<file path="config.mk">
export PLATFORM = sky130hd
export DESIGN_NAME = clct_busy_marker_cclut_tmb
export DESIGN_NICKNAME = d
export VERILOG_FILES = /design/src/rtl/clct_busy_marker_cclut_tmb.sv
export SDC_FILE = /design/constraint.sdc
export NUM_CORES = 1
export LEC_CHECK = 0
export CORE_MARGIN = 2
export CORE_UTILIZATION = 45
export CTS_BUF_LIST = sky130_fd_sc_hd__clkbuf_4 sky130_fd_sc_hd__clkbuf_8 sky130_fd_sc_hd__clkbuf_16
export CTS_CLUSTER_DIAMETER = 120
export DETAILED_ROUTE_END_ITERATION = 10
export DONT_BUFFER_PORTS = 1
export PLACE_DENSITY = 0.71
export RECOVER_POWER = 100
export SLEW_MARGIN = 20
export SYNTH_ARGS = -nofsm -noshare
export SYNTH_HDL_FRONTEND = slang
export SYNTH_SLANG_ARGS = --single-unit
</file>
<file path="constraint.sdc">
create_clock -name clock -period 4.1 [get_ports clock]
set_clock_uncertainty 0.2 [all_clocks]
set_input_delay 1.025 -clock clock [delete_from_list [all_inputs] [get_ports clock]]
set_output_delay 1.025 -clock clock [all_outputs]
set_load 0.03 [all_outputs]
</file>
<file path="src/rtl/clct_busy_marker_cclut_tmb.sv">
// clct_busy_marker_cclut_tmb
// Marks the CFEB that holds an accepted best CLCT key as busy for a programmable
// number of clocks. The busy flags feed back into the ccLUT best-1-of-5 selector.
// Optional feature macro: BUSY_ADJ_SPILL_EN
//   When defined, a key near a CFEB edge also marks the neighbouring CFEB busy.
module clct_busy_marker_cclut_tmb #(
    parameter int MXPATB     = 6,
    parameter int MXKEYBX    = 8,
    parameter int MXCFEB     = 5,
    parameter int MXWINB     = 4,
    parameter int SPILL_ZONE = 2
) (
    input  logic              clock,
    input  logic              global_reset,
    input  logic              clct_accept,
    input  logic [MXPATB-1:0] best_pat,
    input  logic [MXKEYBX-1:0] best_key,
    input  logic              best_bsy,
    input  logic [MXWINB-1:0] busy_window,
    input  logic [MXPATB-2:0] pat_thresh,
    output logic              bsy0,
    output logic              bsy1,
    output logic              bsy2,
    output logic              bsy3,
    output logic              bsy4,
    output logic              busy_any,
    output logic              key_err,
    output logic [15:0]       claim_cnt
);

    localparam int LKEYB = MXKEYBX - 3;

    typedef enum logic {
        IDLE = 1'b0,
        HOLD = 1'b1
    } cfeb_state_t;

    // Saturating claim counter step; holds at all-ones instead of wrapping.
    function automatic logic [15:0] sat_inc16(input logic [15:0] v);
        return (v == 16'hFFFF) ? v : v + 16'd1;
    endfunction

    // ---- Stage p0: decode the accept strobe against the selector outputs ----
    logic [2:0]         cfeb_p0;
    logic               accept_vld_p0;
    logic               key_ok_p0;
    logic               claim_vld_p0;
    logic               bad_key_p0;
    logic [MXCFEB-1:0]  load_p0;
    logic               unused_pat_lsb;

    assign cfeb_p0        = best_key[MXKEYBX-1 -: 3];
    assign unused_pat_lsb = best_pat[0];
    assign accept_vld_p0  = clct_accept && !best_bsy
                            && (best_pat[MXPATB-1:1] >= pat_thresh)
                            && (busy_window != '0);
    assign key_ok_p0      = int'(cfeb_p0) < MXCFEB;
    assign claim_vld_p0   = accept_vld_p0 && key_ok_p0;
    assign bad_key_p0     = accept_vld_p0 && !key_ok_p0;

`ifdef BUSY_ADJ_SPILL_EN
    logic [LKEYB-1:0] lkey_p0;
    assign lkey_p0 = best_key[LKEYB-1:0];

    // Select which CFEB counters reload: the key CFEB plus an edge neighbour.
    always_comb begin
        load_p0 = '0;
        for (int i = 0; i < MXCFEB; i++) begin
            if (claim_vld_p0 && int'(cfeb_p0) == i)
                load_p0[i] = 1'b1;
            // Key close to the low edge spills into the CFEB below.
            if (claim_vld_p0 && int'(lkey_p0) < SPILL_ZONE && int'(cfeb_p0) == i + 1)
                load_p0[i] = 1'b1;
            // Key close to the high edge spills into the CFEB above, if one exists.
            if (claim_vld_p0 && int'(lkey_p0) >= (1 << LKEYB) - SPILL_ZONE
                && int'(cfeb_p0) + 1 == i)
                load_p0[i] = 1'b1;
        end
    end
`else
    logic [LKEYB-1:0] unused_lkey;
    assign unused_lkey = best_key[LKEYB-1:0];

    // Select which CFEB counter reloads: only the CFEB holding the key.
    always_comb begin
        load_p0 = '0;
        for (int i = 0; i < MXCFEB; i++) begin
            if (claim_vld_p0 && int'(cfeb_p0) == i)
                load_p0[i] = 1'b1;
        end
    end
`endif

    // ---- Stage p1: per-CFEB window counters and registered busy flags ----
    logic [MXWINB-1:0]  cnt_p1   [MXCFEB];
    logic [MXWINB-1:0]  cnt_nxt  [MXCFEB];
    cfeb_state_t        state    [MXCFEB];
    logic [MXCFEB-1:0]  bsy_nxt;
    logic [MXCFEB-1:0]  bsy_p1;

    // Next-state per CFEB: IDLE stays at zero, HOLD counts down, a load restarts the window.
    always_comb begin
        for (int i = 0; i < MXCFEB; i++) begin
            state[i]   = (cnt_p1[i] != '0) ? HOLD : IDLE;
            cnt_nxt[i] = cnt_p1[i];
            case (state[i])
                IDLE:    cnt_nxt[i] = '0;
                HOLD:    cnt_nxt[i] = cnt_p1[i] - MXWINB'(1);
                default: cnt_nxt[i] = '0;
            endcase
            if (load_p0[i])
                cnt_nxt[i] = busy_window;
            bsy_nxt[i] = (cnt_nxt[i] != '0);
        end
    end

    // Counter state register; reset clears any window in progress.
    always_ff @(posedge clock) begin
        if (global_reset) begin
            for (int i = 0; i < MXCFEB; i++)
                cnt_p1[i] <= '0;
        end else begin
            for (int i = 0; i < MXCFEB; i++)
                cnt_p1[i] <= cnt_nxt[i];
        end
    end

    // Busy flags, their OR, the sticky bad-key flag and the claim counter.
    always_ff @(posedge clock) begin
        if (global_reset) begin
            bsy_p1    <= '0;
            busy_any  <= 1'b0;
            key_err   <= 1'b0;
            claim_cnt <= '0;
        end else begin
            bsy_p1   <= bsy_nxt;
            busy_any <= |bsy_nxt;
            if (bad_key_p0)
                key_err <= 1'b1;
            if (claim_vld_p0)
                claim_cnt <= sat_inc16(claim_cnt);
        end
    end

    assign bsy0 = bsy_p1[0];
    assign bsy1 = bsy_p1[1];
    assign bsy2 = bsy_p1[2];
    assign bsy3 = bsy_p1[3];
    assign bsy4 = bsy_p1[4];

endmodule
</file>
=== Word-level counts from Yosys, hierarchy flattened ===
Memories as Yosys holds them, arrays and structs flattened.
Index checks and enable logic that the tools add are counted.

* Bits in registers: 23
* Bits in writable memories: 20
* Bits of input ports: 27
* Output and inout port bits: 23
* Word-level logic and storage cells: 83
* Memories kept: 1

* Add/sub/neg operators: 6
* $lt $le $gt $ge: 2
* Equal/unequal tests: 5
* Muxes and demuxes: 28
* Bitwise operators: 11
* Reductions and logical operators: 26

{| class="wikitable"
|+ Memories
! name !! depth !! bits a word !! read ports !! clocked after Yosys merged registers in !! write ports !! line !! RTL
|-
| cnt_p1 || 5 || 4 || 5 || 0 || 5 || 95 || <nowiki>logic [MXWINB-1:0] cnt_p1 [MXCFEB];</nowiki>
|}

{| class="wikitable"
|+ Operator list
! kind !! number
|-
| nonzero test 4 bit || 11
|-
| 2-to-1 mux 4 bit || 10
|-
| one-hot mux 4 bit (2 select lines) || 5
|-
| subtractor 4 x 1 -> 4 bit, second input constant || 5
|-
| adder 16 x 1 -> 16 bit, second input constant || 1
|-
| == test 16 bit, second input constant || 1
|-
| 2-to-1 mux 1 bit || 13
|-
| logical AND 1 bit || 10
|-
| == test 3 bit, second input constant || 3
|-
| inverter 1 bit || 6
|-
| >= comparator 5 bit || 1
|-
| OR 1 bit || 5
|-
| OR reduction 5 bit || 1
|-
| == test 3 x 2 -> 1 bit, second input constant || 1
|-
| logical NOT 3 bit || 1
|-
| < comparator 3 bit, second input constant || 1
|-
| logical NOT 1 bit || 2
|-
| AND reduction 2 bit || 1
|}

=== Depth between registers and ports, before layout ===
* Word-level depth: 10
* Mapped depth: 9
* Mapped depth without buffers: 7

=== Worst setup path before layout ===
No wires, ideal clock.

* Path kind: input-to-reg
* Start point: input port pat_thresh[4]
* End point: register claim_cnt[7]
* Setup time: 0.121 ns
* Arrival: 2.976 ns
* Required time: 3.779 ns
* Setup slack: 0.803 ns
* Stages: 8
* Buffers on the path: 1
* Cells stage by stage: inv_1 -> ha_1 -> o21ai_0 -> a2111oi_4 -> nand3b_1 -> buf_2 -> nor4_1 -> mux2_2

* Word-level cells in the longest chain between the ends: 5

{| class="wikitable"
|+ RTL lines
! element !! line !! RTL
|-
| start, declared || 20 || <nowiki>input logic [MXPATB-2:0] pat_thresh,</nowiki>
|-
| >= comparator 5 bit || 55 || <nowiki>&& (best_pat[MXPATB-1:1] >= pat_thresh)</nowiki>
|-
| logical AND 1 bit || 55 ||
|-
| logical AND 1 bit || 56 || <nowiki>&& (busy_window != '0);</nowiki>
|-
| logical AND 1 bit || 58 || <nowiki>assign claim_vld_p0 = accept_vld_p0 && key_ok_p0;</nowiki>
|-
| AND reduction 2 bit (no source line) || -- ||
|-
| end signal, assigned || 141 || <nowiki>claim_cnt <= sat_inc16(claim_cnt);</nowiki>
|-
| end, declared || 28 || <nowiki>output logic [15:0] claim_cnt</nowiki>
|}

Every way passes these cells.
A chain may end at the register's enable or synchronous reset.

=== Final worst setup path ===
* Start point: input port pat_thresh[4]
* End point: register claim_cnt[4]

The elaborated chain is that of the path after synthesis.

==> impl_metrics.toml <==
[logic_synthesis]
syn_avg_cell_area_um2 = 8.426
yosysTopAreaCellShare_pct = 39.91
synth_edf_count = 0
synth.area.top_cells = "dfxtp_1, nor2_1, a21oi_1, mux2i_1, ha_1"
syn_nets = 289
ys.flop_type = "dfxtp_1"
synth-seq-cells = 43
yosys-top-cells-count = "dfxtp_1, nor2_1, a21oi_1"
synth_warnings = 0
post-synth-top-count-cell = "dfxtp_1"
seq_area_frac_synth_pct = 39.91
syn-cell-area_um2 = 2157
ys_types = 38
async_flop_share_pct = 0
syn_inst = 256
synth_top_area_cell = "dfxtp_1"

[clock_network]
root_buffer = "clkbuf_8"
clock_latency_ps = 310
numCtsBuffers = 5
cts_sinks = 43
clock_tree.buffer_depth = 2
cts_max_level = 2
clk_pin_slew_ps = 90
postCtsSetupRepairBufs = 0
cts_resized = 0
cts_tree = "built"
postCtsHoldBufs = 0

[setup_path]
required_ps = 4130
crit_slowest_cell = "or4_1"
r2r_cells = 6
path_class = "in -> reg"
worst-path-stages = 9
path_buf_inv = 3
ff2ff_setup_slack_ps = 1600
startpoint_type = "primary input"
rr_startpoint = "claim_cnt[0]"
slowest_delay_ps = 510
cp_cell_sequence = "inv_1 -> ha_1 -> o21ai_0 -> a2111oi_4 -> clkbuf_1 -> nand3b_1 -> buf_4 -> or4_1 -> a21oi_1"
cpLargestDelayFamily = "simple AND/OR/NAND/NOR gates"
cp_max_fo = 16
crit_path_start = "pat_thresh[4]"
cp-end-kind = "flip-flop"
crit_arrival_ps = 3490
timing.rr.end = "claim_cnt[2]"
crit_end = "claim_cnt[4]"

[power]
swShare_pct = 22.80
power_switching_mw = 0.1825
seq_power_share_pct = 53.6
leakagePower_nw = 0.8330
intPower_mw = 0.6179
peakVddDrop_uv = 166.3
pwr-share-clk_pct = 42.0
power.share.combinational_pct = 4.4
powerDensity_nw_per_um2 = 344.3

[timing]
period_share_pct = 84.32
setup_ws_ps = 643.0
relSlewSlack_pct = 64.52
finalSetupViolCount = 0
fin_tns_setup_ps = 0
tightest_slew_ps = 527.4
period_minus_slack_ps = 3457
slew_viol_final = 0
finalHoldViolCount = 0
fmax_mhz = 289.3
rsz0062_at_grt = "false"
whs_ps = 344.9

[cells_and_area]
nets = 291
multi_input_comb_area_um2 = 1239
area_growth_pct = 7.773
num_antenna_cells = 0
seq_area_um2 = 860.8
drive_gt1_share_pct = 7.336
final_util_pct = 49.88
fillers = 452

[detailed_routing]
wl_met1_um = 2125
highest-signal-layer = "met4"
vias_per_cell = 6.045
totalWireLength_um = 4610
wl_per_cell_um = 14.73
ant_nets = 0
wl_met2_um = 2096
dr.pass1.iters = 4
met3_wirelength_um = 316
drtIter0Drc = 88
drc = 0
num_vias = 1892

[grt]
grt_pass1_wl_um = 7672
antenna_found_initial = 0
grt_usage_pct = 18.59
grt-ovfl-total = 0
grt_max_degree = 47
grt_pass1_vias = 1677

[placement]
gp_congestion = 0.7804
numPortBuffers = 0
dp_hpwl_um = 3234
place_ws_ps = 572.9

[floorplan]
fp-row-count = 25
dieArea_um2 = 5363
initial_utilization_pct = 46.28
core_area_um2 = 4661
fp.dieW_um = 73.24
io_pins = 50
die_h_um = 73.24

[status]
status = "complete, no violations"

[job]
maxCapViolCount = 0

[hold_path]
hold_class = "reg -> reg"
==> metrics by stage <==
step                instances  power (mW)  instance area, um^2
finish                    313      0.8004                 2325
global route              313      0.8321                 2325
CTS                       313      0.8088                 2328
detailed placement        305      0.4745                 2216
global placement          305      0.4742                 2216
floorplan                 256      0.4709                 2157
==> state kept, by name, indices dropped and copies added, names as in the netlist <==
signal	cells
busy_any	1
key_err	1
cnt_p1	20
claim_cnt	16
bsy_p1	5
==> worst min path at each step <==
stage | cells after the start | from | to | slack (ps)
floorplan | 2 | cnt_p1[0][18] | cnt_p1[0][18] | 310
global placement | 2 | cnt_p1[0][18] | cnt_p1[0][18] | 320
detailed placement | 2 | cnt_p1[0][18] | cnt_p1[0][18] | 330
CTS | 2 | cnt_p1[0][18] | cnt_p1[0][18] | 350
global route | 2 | cnt_p1[0][7] | cnt_p1[0][7] | 370
finish | 2 | cnt_p1[0][18] | cnt_p1[0][18] | 340
==> cells by family (layout without fill, tap and decap cells) <==
logic type | count (synthesis) | after routing | share of synthesized area (%)
and+or+nand+nor | 119 | 119 | 29.64
adders and majority gates | 6 | 6 | 3.480
AOI/OAI and AO/OA | 59 | 59 | 17.69
xor gates and xnor gates | 1 | 1 | 0.4061
muxes | 13 | 13 | 6.207
DFF | 43 | 43 | 39.91
buffers and inverters | 15 | 18 | 2.668
==> per-layer routing <==
layer  track usage, %  vias to the layer above
met2            29.63                       46
met1            22.60                      874
met5                0                        -
met4            7.407                        0
met3            6.906                        6
li1                 -                      966
==> tightest hold or removal path, stage by stage (launching register included) <==
cell,delay (ps)
dfxtp_1,350
o21ai_0,80
a311oi_1,80
==> power groups by stage <==
| stage | clock network (mW) | logic, mW | registers [mW] |
|---|---|---|---|
| 2_1_floorplan | 0 | 0.0329 | 0.438 |
| 4_1_cts | 0.344 | 0.0357 | 0.429 |
| 6_report | 0.336 | 0.0351 | 0.429 |
| 3_5_place_dp | 0 | 0.0355 | 0.439 |
| 5_1_grt | 0.361 | 0.0412 | 0.430 |
| 3_3_place_gp | 0 | 0.0352 | 0.439 |
==> area by class of cell <==
| cell class | count | share of cell area [%] |
|---|---|---|
| sequential | 43 | 37.03 |
| inverter | 7 | 1.130 |
| clock buffer | 5 | 2.960 |
| tap | 54 | 2.906 |
| timing repair buffer | 3 | 0.8073 |
| multi-input combinational | 198 | 53.28 |
| clock inverter | 3 | 1.884 |
==> layout by cell type (no fill, tap or decap), types with 2 or more instances in the layout <==
cell       n
nand4_1    9
a21oi_1   22
o211ai_1   2
o31ai_1    6
nand4b_1   2
nor2b_1    5
mux2i_1   10
ha_1       6
dfxtp_1   43
a211oi_1   5
nor3_1    15
inv_1      7
nand2_1   13
nor2_1    38
mux2_2     3
nor3b_1    2
clkbuf_8   5
or4b_2     4
or3_1      4
buf_4      2
and4_1     4
nor4_1     3
nand3_1    6
o31a_1     4
or4_1      7
and3_1     4
a31oi_1    2
o21ai_0   13
Note: power is estimated with default switching activity, not from simulation.
